`config.mk`:
```
export PLATFORM = sky130hd
export DESIGN_NAME = reg_load_ctrl
export DESIGN_NICKNAME = d
export VERILOG_FILES = /design/src/rtl/reg_load_pkg.sv /design/src/rtl/sync_2ff.sv /design/src/rtl/reg_load_ctrl.sv
export SDC_FILE = /design/constraint.sdc
export NUM_CORES = 1
export LEC_CHECK = 0
export ABC_AREA = 1
export BUFFER_PORTS_ARGS = -buffer_cell sky130_fd_sc_hd__buf_2
export CAP_MARGIN = 20
export CORE_MARGIN = 5
export CORE_UTILIZATION = 31
export CTS_CLUSTER_DIAMETER = 80
export DETAILED_ROUTE_END_ITERATION = 10
export HOLD_SLACK_MARGIN = 0.05
export RECOVER_POWER = 25
export SLEW_MARGIN = 20
export SYNTH_ARGS = -nofsm -noshare
export SYNTH_HDL_FRONTEND = slang
export SYNTH_SLANG_ARGS = --single-unit
```
`constraint.sdc`:
```
create_clock -name clk -period 1.4 [get_ports clk]
set_input_delay 0.07 -clock clk [delete_from_list [all_inputs] [get_ports clk]]
set_output_delay 0.07 -clock clk [all_outputs]
set_load 0.01 [all_outputs]
```
`src/rtl/reg_load_pkg.sv`:
```
// Shared types and defaults for the register-bank load controller.
package reg_load_pkg;

  // Controller states: idle, debounce press, strobe, held, debounce release.
  typedef enum logic [2:0] {
    IDLE     = 3'd0,
    DB_PRESS = 3'd1,
    PULSE    = 3'd2,
    HELD     = 3'd3,
    DB_REL   = 3'd4
  } state_t;

  localparam int unsigned DEF_WIDTH = 4;

endpackage

```
`src/rtl/sync_2ff.sv`:
```
// Two-flop synchronizer for asynchronous inputs.
// Ports:
//   clk      - system clock
//   rst      - synchronous active-low reset (clears both stages)
//   async_in - raw asynchronous input
//   sync_out - input after two flop stages
module sync_2ff #(
  parameter int unsigned WIDTH = 1
) (
  input  logic             clk,
  input  logic             rst,
  input  logic [WIDTH-1:0] async_in,
  output logic [WIDTH-1:0] sync_out
);

  logic [WIDTH-1:0] meta;

  // First stage may go metastable; second stage gives it a cycle to settle.
  always_ff @(posedge clk) begin
    if (!rst) begin
      meta     <= '0;
      sync_out <= '0;
    end else begin
      meta     <= async_in;
      sync_out <= meta;
    end
  end

endmodule

```
`src/rtl/reg_load_ctrl.sv`:
```
// Load controller for a 4-bit enabled D-register bank: synchronizes a bouncy
// pushbutton and slide switches, debounces the button, and issues exactly one
// single-cycle enable per accepted press with the captured switch value.
// Ports:
//   clk      - system clock, rising edge
//   rst      - synchronous active-low reset
//   btn_load - raw asynchronous load pushbutton, active-high
//   sw       - raw asynchronous switch value
//   d_out    - captured switch value (register bank D), registered
//   en_out   - one-cycle load strobe (register bank en), registered
//   load_cnt - count of accepted presses, wraps at 256, registered
module reg_load_ctrl
  import reg_load_pkg::*;
#(
  parameter int unsigned WIDTH           = DEF_WIDTH,
  parameter int unsigned DEBOUNCE_CYCLES = 1_000_000
) (
  input  logic             clk,
  input  logic             rst,
  input  logic             btn_load,
  input  logic [WIDTH-1:0] sw,
  output logic [WIDTH-1:0] d_out,
  output logic             en_out,
  output logic [7:0]       load_cnt
);

  localparam int unsigned    CNT_W    = $clog2(DEBOUNCE_CYCLES + 1);
  localparam logic [CNT_W-1:0] CNT_LAST = CNT_W'(DEBOUNCE_CYCLES - 1);

  logic             btn_s;
  logic [WIDTH-1:0] sw_s;

  state_t           state, state_nx;
  logic [CNT_W-1:0] cnt, cnt_nx;
  logic [WIDTH-1:0] d_nx;
  logic             en_nx;
  logic [7:0]       load_cnt_nx;

  sync_2ff #(.WIDTH(1)) u_sync_btn (
    .clk      (clk),
    .rst      (rst),
    .async_in (btn_load),
    .sync_out (btn_s)
  );

  sync_2ff #(.WIDTH(WIDTH)) u_sync_sw (
    .clk      (clk),
    .rst      (rst),
    .async_in (sw),
    .sync_out (sw_s)
  );

  // State, counter and output registers.
  always_ff @(posedge clk) begin
    if (!rst) begin
      state    <= IDLE;
      cnt      <= '0;
      d_out    <= '0;
      en_out   <= 1'b0;
      load_cnt <= '0;
    end else begin
      state    <= state_nx;
      cnt      <= cnt_nx;
      d_out    <= d_nx;
      en_out   <= en_nx;
      load_cnt <= load_cnt_nx;
    end
  end

  // Next state; the counter restarts from zero on every state change.
  always_comb begin
    state_nx    = IDLE;
    cnt_nx      = '0;
    d_nx        = d_out;
    load_cnt_nx = load_cnt;

    case (state)
      IDLE: begin
        if (btn_s) state_nx = DB_PRESS;
      end
      DB_PRESS: begin
        if (!btn_s) begin
          state_nx = IDLE;
        end else if (cnt == CNT_LAST) begin
          // Capture and count together so both are valid alongside en_out.
          state_nx    = PULSE;
          d_nx        = sw_s;
          load_cnt_nx = load_cnt + 8'd1;
        end else begin
          state_nx = DB_PRESS;
          cnt_nx   = cnt + CNT_W'(1);
        end
      end
      PULSE: begin
        state_nx = HELD;
      end
      HELD: begin
        state_nx = btn_s ? HELD : DB_REL;
      end
      DB_REL: begin
        if (btn_s) begin
          state_nx = HELD;
        end else if (cnt == CNT_LAST) begin
          state_nx = IDLE;
        end else begin
          state_nx = DB_REL;
          cnt_nx   = cnt + CNT_W'(1);
        end
      end
      default: begin
        state_nx = IDLE;
      end
    endcase

    // Registered Moore decode: high for exactly the PULSE cycle.
    en_nx = (state_nx == PULSE);
  end

endmodule
```
Word-level counts from Yosys, hierarchy flattened. Index checks and enable logic that the tools add are counted.

Bits in latches: 0. Memory bits (read-only): 0. Bits of input ports: 7. Memories: 0. Output and inout port bits: 13. Logic and storage cells: 30. Register bits: 46. RAM bits: 0.

Bitwise operators: 0. $add $sub $neg: 2. Order comparisons: 0. Mux-type cells: 11. Divide/modulo/power cells: 0. Eq/ne operators: 6. Multiply operators: 0. Reduce and logical (&&, ||, !) cells: 2. Shifts and indexed selects: 0.

Operator list (number): $mux 20 (3); $pmux 20 s2 (1); $add 20x1->20 const B (1); $eq 20x20->1 const B (1); $pmux 3 s5 (1); $eq 3x2->1 const B (3); $mux 3 (3); $add 8x1->8 const B (1); $mux 2 (2); $eq 3x1->1 const B (1); $eq 3x3->1 const B (1); $logic_not 3->1 (1); $reduce_and 3->1 (1); $mux 1 (1).

Logic depth before layout (Yosys ltp). Gate-level depths: netlist (run 1).

Depth in word-level cells: 5. Gate-level depth with buffers: 10. Mapped depth without buffers: 9.

Hierarchy. A second synthesis (run 1) with hierarchy kept.

Cells, all modules: 287. Area total of the unflattened synthesis: 2118.3 um^2.

Modules (own cells, without submodules): reg_load_ctrl (sequential area each 720.7 um^2, area an instance 1838.0 um^2, cells an instance 256, instances 1); sync_2ff (u_sync_sw) (sequential area each 160.2 um^2, area an instance 225.2 um^2, cells an instance 25, instances 1); sync_2ff (u_sync_btn) (sequential area each 40.0 um^2, area an instance 55.1 um^2, cells an instance 6, instances 1).

Worst setup path before layout (run 1). No wires, ideal clock.

Path type: reg2reg. From: register cnt[0]. To: register cnt[9]. Buffers on the path: 1. Required time: 1283 ps. Stages on the path, launching flop included: 10. Data arrival time: 1375 ps. Setup slack: -92 ps. Period minus slack after synthesis: 1492 ps. Library setup time: 117 ps. Cell sequence: dfxtp_1 > ha_1 > nand3_2 > nor3_4 > nand3_2 > nand2_1 > nand2_2 > nand2_4 > buf_12 > nor2_2.

Word-level cells in the longest chain between the ends: 4. Elaborated cells between the ends (all ways): 6. Those cells by class: add/sub: 1; eq/ne: 1; mux: 4.

RTL lines: start, declared (line reg_load_ctrl.sv:34) `logic [CNT_W-1:0] cnt, cnt_nx;`; start signal, assigned (line reg_load_ctrl.sv:63) `cnt <= cnt_nx;`; $add 20x1->20 or $eq 20x20->1 (tied branches); $mux 20 * (line reg_load_ctrl.sv:84, reg_load_ctrl.sv:103); $mux 20 (on tied branches) (line reg_load_ctrl.sv:101, reg_load_ctrl.sv:82); $pmux 20 s2 * (line reg_load_ctrl.sv:77) `case (state)`.

Mark *: on every way between the ends. The rest lies on a longest branch, timed or not. A chain may end at the register's enable or synchronous reset.

Final worst setup path (run 1).
From: register cnt[6]. To: register cnt[5].

Word-level cells in the longest chain between the ends: 4. Elaborated cells between the ends (all ways): 5. Those cells by class: eq/ne: 1; mux: 4.

RTL lines (line): $eq 20x20->1 * (reg_load_ctrl.sv:84, reg_load_ctrl.sv:103); $mux 20 * (reg_load_ctrl.sv:84, reg_load_ctrl.sv:103); $mux 20 (on tied branches) (reg_load_ctrl.sv:101, reg_load_ctrl.sv:82); $pmux 20 s2 * (reg_load_ctrl.sv:77).

Marked as above.

==> impl_results.md, run 1 <==
* Hold depth at 5
* WL final at 5.13 mm
* R2r endpoint: cnt[5]$_SDFF_PN0_
* CP startpoint kind: register
* Post-placement cell count at approximately 420
* Clock sink count at 46
* Ant. Diodes at 0
* Failing checks: setup timing
* Max Cap Violations at 0
* All-layer global routing usage at 12.0%
* Status: finished, violations left
* Post-synth top area share at 42.8%
* Rel. slew slack at 73.3%
* Clock transition at the registers of the reported paths at 90 ps
* Max clock buf depth at 2
* Die H at 93.3 um
* NetSw at 0.000507 W
* Worst-Margin Slew at 396 ps
* TritonRoute pass-1 iters at 4
* Routed Antenna Nets at 0
* Comb pwr share at 3.2%
* # DRC at 0
* Synth cell types at 28
* Clock latency on the worst-skew pair at 300 ps
* Hold Path Sink: cnt[12]$_SDFF_PN0_
* Largest net degree at the start of global routing at 18
* PnR worst setup slack at -41.1 ps
* Clock network fraction of total power at 36.8%
* WL/cell at 11.4 um
* Remaining global-route overflow at 0
* Crit path time final at 1440 ps
* IO Count at 20
* TritonCTS clock tree: yes
* Initial Util at 31.8%
* Clock buffer count from CTS at 5
* P per Cell Area at 708 nW/um^2
* Adder-cell share of the synthesized area at approximately 1.2%
* Sequential element share of the synthesized area at 42.8%
* Row count at 30
* Yosys warns at 0
* DR vias/cell at 4.58
* CTS H-tree lvls at 2
* Multiplexer share of the synthesized area at 0%
* Worst Setup End Kind: register
* Initial antenna violation count at 0
* Leading area contributor after synthesis: dfxtp_1
* DPL Wire Length at 3.55 mm
* Crit Path Class: reg2reg
* Fraction of layout cells with a size suffix above 1 at 41.6%
* Total Neg Setup Slack at -500 ps
* Syn Nets at 300
* IR drop worst, VDD at ~0.00053 V
* F_max at 694 MHz
* Critical Path Fanout Max at 4
* Core area at 6760 um^2
* DRT iter0 DRCs at 72
* Die area at 8700 um^2
* Reg2Reg Depth at 8
* Hold Path Class: in2reg
* Leakage at 1.32 nW
* Area of the mapped netlist at 2150 um^2
* Total Power at about 0.0022 W
* RSZ-0062 raised after global routing: true
* Die X at 93.3 um
* Top post-synthesis cells by area: dfxtp_1 (43%), nand2_1 (10%), nor2_1 (9.2%)
* Fin. Hold Viols at 0
* Total number of vias at 2050
* Synth Area in Compound Gates at 5.47%
* Syn Inst Count at around 290
* Avg Synthesized Cell Area at 7.39 um^2
* Vias in the first global route at 1947
* Cell Count, Final, Fillers Out at 448
* Largest family of logic cells by synthesized area: simple AND/OR/NAND/NOR gates
* Sequential share of power at 60.0%
* Clock Tree Root: clkbuf_8
* Flop2flop setup slack at -40 ps
* CP Data Required Time at between 1500 and 2000 ps
* Final setup violation count at 21
* Nets@finish at 376
* Net Sw Frac at 22.9%
* Worst r2r src: cnt[6]$_SDFF_PN0_
* CP arrival at 1640 ps
* Yosys reg bits at 46
* Area grow syn2layout at 45.0%
* Fin crit share at 103%
* Skew final at 6.34 ps
* Post-Synth Simple-Gate Area at 35.1%
* XOR/XNOR Fraction of Synth Area at 7.74%
* Hold path start: rst
* Internal power at roughly 0.0017 W
* IO buf count at 19
* Max-slew violation count at 0
* First-pass GRT wire length at 8.43 mm
* GP Congestion at 0.835
## Yosys cell counts
library cell	n
a21oi_1	10
buf_12	1
o21bai_1	1
clkbuf_1	1
nor3b_1	2
nand2_2	2
o22ai_1	1
nand2_4	1
dfxtp_1	46
inv_2	1
nand4_2	1
xnor2_1	4
nor3_4	2
nand2_1	60
nand4_1	5
inv_1	33
nor2_1	53
xor2_1	15
clkinv_1	1
o21ai_0	9
ha_1	2
nor3_2	1
buf_2	2
nor2_2	13
nand3_1	17
nand3_2	2
a21oi_2	1
nor3_1	4
## sequential cells by signal (all words and copies together) (netlist names)
register	count
state	3
u_sync_btn.meta	1
d_out	4
u_sync_sw.sync_out	4
en_out	1
u_sync_btn.sync_out	1
cnt	20
u_sync_sw.meta	4
load_cnt	8
## how the worst max path moves through the flow
stage | start | endpoint | slack (ps) | cells past startpoint
global route | cnt[0]$_SDFF_PN0_ | load_cnt[0]$_SDFFE_PN0P_ | -130 | 8
detailed placement | cnt[1]$_SDFF_PN0_ | cnt[18]$_SDFF_PN0_ | -140 | 8
global placement | cnt[1]$_SDFF_PN0_ | d_out[2]$_SDFFE_PN0P_ | -100 | 7
floorplan | cnt[1]$_SDFF_PN0_ | cnt[9]$_SDFF_PN0_ | -50 | 9
CTS | cnt[0]$_SDFF_PN0_ | load_cnt[0]$_SDFFE_PN0P_ | -2 | 8
finish | cnt[6]$_SDFF_PN0_ | cnt[5]$_SDFF_PN0_ | -40 | 8
## layout make-up
type	instances	area, um^2
timing repair buffer	71	517
clock inverter	3	21.3
multi-input combinational	208	1330
clock buffer	5	68.8
fill	663	3640
tap	80	100
sequential	46	938
inverter	35	139
## repair_timing
item / CTS / global route
gates cloned: 1 / 1
buffers inserted: 6 / 4
setup endpoints to repair: 32 / 35
hold buffers: 5 / 0
pin swaps: 7 / 22
gates resized for setup: 21 / 58
hold endpoints to repair: 5 / 0
## power groups by stage
stage / Sequential [W] / Combinational (W) / Clock (W)
2_1_floorplan: 0.00136 / 0.0000281 / 0
3_3_place_gp: 0.00136 / 0.0000469 / 0
3_5_place_dp: 0.00136 / 0.0000475 / 0
4_1_cts: 0.00133 / 0.0000628 / 0.000842
5_1_grt: 0.00133 / 0.0000779 / 0.000892
6_report: 0.00132 / 0.0000709 / 0.000814
## metrics by stage
| stage | setup slack [ps] | utilization [%] | cell area [um^2] | hold WS, ps |
|---|---|---|---|---|
| floorplan | -51.9 | - | 2180 | 168 |
| global placement | -95.7 | 38.7 | 2620 | 253 |
| detailed placement | -140 | 38.7 | 2620 | 257 |
| CTS | -1.54 | 42.8 | 2890 | 133 |
| global route | -132 | 46.1 | 3120 | 153 |
| finish | -41.1 | 46.1 | 3120 | 136 |
## metal layers
metal	GRT usage [%]	vias to the layer above	share of wire [%]
li1	-	1068	-
met1	14.7	943	45
met2	20.5	29	49
met3	2.01	10	3.1
met4	5.74	0	2.6
met5	0	-	0
## worst max-delay path, stage by stage, from the launching register on
cell and delay [ps]:
dfxtp_4 370, inv_4 70, nand2_4 50, nor3_4 230, nand3_2 170, nand2_2 130
nand2_4 120, nand2_4 140, nor2_2 40
## cell usage in the layout, fill, tap and decap left out, types with 7 or more instances in the layout
cell type | netlist | layout
buf_2 | 2 | 19
buf_4 | 0 | 42
dfxtp_1 | 46 | 34
dfxtp_2 | 0 | 11
inv_1 | 33 | 28
nand2_1 | 60 | 54
nand3_1 | 17 | 11
nand3_2 | 2 | 7
nor2_1 | 53 | 44
nor2_2 | 13 | 14
nor2_4 | 0 | 8
xor2_1 | 15 | 14
## kinds of logic (layout without fill, tap and decap cells)
family                   count (synthesis)  count (layout)
AND/OR/NAND/NOR                        163             165
flip-flops                              46              46
buffers and inverters                   39             114
AO/OA/AOI/OAI                           22              22
XOR/XNOR                                19              19
adder cells (fa/ha/maj)                  2               2
Note: power is estimated with default switching activity, not from simulation.
==> inputs of run 2 (changes only) <==
--- a/config.mk
+++ b/config.mk
@@ -9,7 +9,7 @@
 export BUFFER_PORTS_ARGS = -buffer_cell sky130_fd_sc_hd__buf_2
 export CAP_MARGIN = 20
 export CORE_MARGIN = 5
-export CORE_UTILIZATION = 31
+export CORE_UTILIZATION = 40
 export CTS_CLUSTER_DIAMETER = 80
 export DETAILED_ROUTE_END_ITERATION = 10
 export HOLD_SLACK_MARGIN = 0.05
==> constraint.sdc (replaced) <==
create_clock -name clk -period 1.3 [get_ports clk]
set_input_delay 0.065 -clock clk [delete_from_list [all_inputs] [get_ports clk]]
set_output_delay 0.065 -clock clk [all_outputs]
set_load 0.01 [all_outputs]
==> run 2 against run 1 <==
Compared with the run above: the run still ends with setup timing left; power rose by 9.3%; register-to-register slack got worse by 130 ps; utilization rose by 13 points; combinational power rose by 7.2%; routed wire length fell by 2.7%; first-iteration DRC count rose by 5.6%; clock power rose by 12%; critical path type unchanged; count of clock-buffer cells in the layout did not move; worst setup slack got worse by 130 ps; maximum frequency fell by 1.9%; highest routed layer unchanged; flip-flop and latch count did not move.
==> impl_results.md, run 2 (synthesized netlist as in run 1, its figures left out) <==
* Die area at 6940 um^2 (was 8700 um^2)
* Max reg flops at 20 (unchanged)
* Crit Path Class: reg2reg (unchanged)
* Skew final at 3.82 ps (was 6.34 ps)
* Max clock buf depth at 2 (unchanged)
* All-layer global routing usage at 14.6% (was 12.0%)
* DRT iter0 DRCs at 76 (was 72)
* Area grow syn2layout at 43.1% (was 45.0%)
* Clock Tree Root: clkbuf_8 (unchanged)
* TritonRoute pass-1 iters at 4 (unchanged)
* Fraction of layout cells with a size suffix above 1 at 35.5% (was 41.6%)
* Remaining global-route overflow at 0 (unchanged)
* Final setup violation count at 35 (was 21)
* R2r endpoint: cnt[7]$_SDFF_PN0_ (was cnt[5]$_SDFF_PN0_)
* Crit path time final at 1470 ps (was 1440 ps)
* Leakage at 1.39 nW (was 1.32 nW)
* Row count at 26 (was 30)
* DPL Wire Length at 3.51 mm (was 3.55 mm)
* Worst-Margin Slew at 367 ps (was 396 ps)
* IR drop worst, VDD at 0.000581 V (was 0.000531 V)
* Clock sink count at 46 (unchanged)
* WL/cell at 11.1 um (was 11.4 um)
* Fin. Hold Viols at 0 (unchanged)
* Fin crit share at 113% (was 103%)
* Commonest non-fill, non-tap cells in the layout: nand2_1 (57), buf_4 (55), nor2_1 (49), dfxtp_1 (38), inv_1 (32) (was nand2_1 (54), nor2_1 (44), buf_4 (42), dfxtp_1 (34), inv_1 (28))
* GRT met3 Usage at 3.27% (was 2.01%)
* Hold depth at 4 (was 5)
* Die X at 83.3 um (was 93.3 um)
* DR vias/cell at 4.52 (was 4.58)
* Most common cell after layout, fill and taps aside: nand2_1 (unchanged)
* Internal power at 0.00185 W (was 0.00170 W)
* Comb pwr share at 3.1% (was 3.2%)
* Largest regs: cnt (20), load_cnt (8) (unchanged)
* Hold Path Sink: load_cnt[4]$_SDFFE_PN0P_ (was cnt[12]$_SDFF_PN0_)
* P per Cell Area at 784 nW/um^2 (was 708 nW/um^2)
* Flop2flop setup slack at -170 ps (was -40 ps)
* Clock latency on the worst-skew pair at 300 ps (about the same)
* CTS H-tree lvls at 2 (unchanged)
* Reg2Reg Depth at 8 (unchanged)
* Status: finished, violations left (unchanged)
* Fillers at 494 (was 663)
* Rel. slew slack at 75.3% (was 73.3%)
* Total number of vias at 2035 (was 2050)
* Register area at 933 um^2 (was 938 um^2)
* IO buf count at 19 (unchanged)
* Routed Antenna Nets at 0 (unchanged)
* Initial antenna violation count at 0 (unchanged)
* Area of the multi-input gates at 1230 um^2 (was 1330 um^2)
* Clock buffer count from CTS at 5 (unchanged)
* GR Layer Usage met1 at 17.8% (was 14.7%)
* Max Cap Violations at 0 (unchanged)
* F_max at 681 MHz (was 694 MHz)
* Max-slew violation count at 0 (unchanged)
* Vias in the first global route at 2008 (was 1947)
* Hold Path Class: in2reg (unchanged)
* Design area at 3080 um^2 (was 3120 um^2)
* WL final at 4.99 mm (was 5.13 mm)
* Sequential share of power at 59.1% (was 60.0%)
* Setup slack after placement at -231 ps (was -140 ps)
* CP arrival at 1670 ps (was 1640 ps)
* Busiest grt layer: met2 (unchanged)
* # DRC at 0 (unchanged)
* Largest net degree at the start of global routing at 18 (unchanged)
* Initial Util at 41.6% (was 31.8%)
* IO Count at 20 (unchanged)
* Die H at 83.3 um (was 93.3 um)
* TritonCTS clock tree: yes (unchanged)
* CP startpoint kind: register (unchanged)
* CP Data Required Time at 1500 ps (was 1600 ps)
* Core area at 5170 um^2 (was 6760 um^2)
* GP Congestion at 0.797 (was 0.835)
* First-pass GRT wire length at 8.49 mm (was 8.43 mm)
* Nets@finish at 388 (was 376)
* Net Sw Frac at 23.5% (was 22.9%)
* Failing checks: setup timing (unchanged)
* PnR worst setup slack at -169 ps (was -41.1 ps)
* Ant. Diodes at 0 (unchanged)
* Worst r2r src: cnt[1]$_SDFF_PN0_ (was cnt[6]$_SDFF_PN0_)
* NetSw at 0.000567 W (was 0.000507 W)
* Placed inst area at 2730 um^2 (was 2620 um^2)
* Critical Path Fanout Max at 4 (unchanged)
* RSZ-0062 raised after global routing: true (unchanged)
* Clock network fraction of total power at 37.8% (was 36.8%)
* Worst Setup End Kind: register (unchanged)
* Biggest register: cnt (unchanged)
* Hold path start: rst (unchanged)
* Clock transition at the registers of the reported paths at 90 ps (about the same)
* Met2 global-route usage at 24.9% (was 20.5%)
run 2: worst max path at each step:
stage | from | to
floorplan | cnt[1]$_SDFF_PN0_ | cnt[9]$_SDFF_PN0_
global placement | cnt[1]$_SDFF_PN0_ | cnt[19]$_SDFF_PN0_
detailed placement | cnt[1]$_SDFF_PN0_ | cnt[2]$_SDFF_PN0_
CTS | cnt[1]$_SDFF_PN0_ | cnt[2]$_SDFF_PN0_
global route | cnt[1]$_SDFF_PN0_ | cnt[15]$_SDFF_PN0_
finish | cnt[1]$_SDFF_PN0_ | cnt[7]$_SDFF_PN0_
run 2: routing by layer:
metal / wire length, um / up-vias
met5: 0 / -
met4: 82 / 0
met3: 178 / 7
met2: 2390 / 28
met1: 2340 / 907
li1: - / 1093
run 2: cell type report:
class,count,share of cell area (%)
inverters,35,4.35
repair buffers,82,19.5
multi-input cells,209,39.9
clock buffers,5,2.24
flip-flops and latches,46,30.3
clock inverters,3,0.813
well taps,70,2.85
run 2: repair_timing:
action / CTS / global route
pin swaps: 11 / 7
setup buffers: 3 / 2
gates resized for setup: 17 / 22
hold buffers: 5 / 0
gates cloned: 2 / 1
setup endpoints to repair: 35 / 36
endpoints found under the hold margin: 5 / 0
run 2: worst max-delay path, stage by stage, from the launching register on:
cell and delay (ps):
dfxtp_2 360, ha_4 150, nand3_4 100, nor3_4 200
nand3_2 170, nand2_4 130, nand2_8 100, nand2_4 120
nor2_2 40
run 2: power by group through the flow:
stage	Clock [W]	Combinational (W)	Sequential, W
3_5_place_dp	0	0.0000529	0.00146
5_1_grt	0.000995	0.0000859	0.00143
6_report	0.000911	0.0000760	0.00143
4_1_cts	0.000937	0.0000727	0.00143
3_3_place_gp	0	0.0000523	0.00146
2_1_floorplan	0	0.0000302	0.00146
run 2: through the flow:
| stage | hold WS (ps) | total power, W | TNS (ps) | util (%) | std cells |
|---|---|---|---|---|---|
| 2_1_floorplan | 163 | 0.00149 | -1890 | - | 291 |
| 3_3_place_gp | 248 | 0.00151 | -4870 | 52.7 | 429 |
| 3_5_place_dp | 251 | 0.00151 | -5810 | 52.7 | 429 |
| 4_1_cts | 173 | 0.00244 | -3180 | 57.5 | 447 |
| 5_1_grt | 208 | 0.00251 | -7970 | 59.5 | 450 |
| 6_report | 191 | 0.00241 | -4160 | 59.5 | 450 |
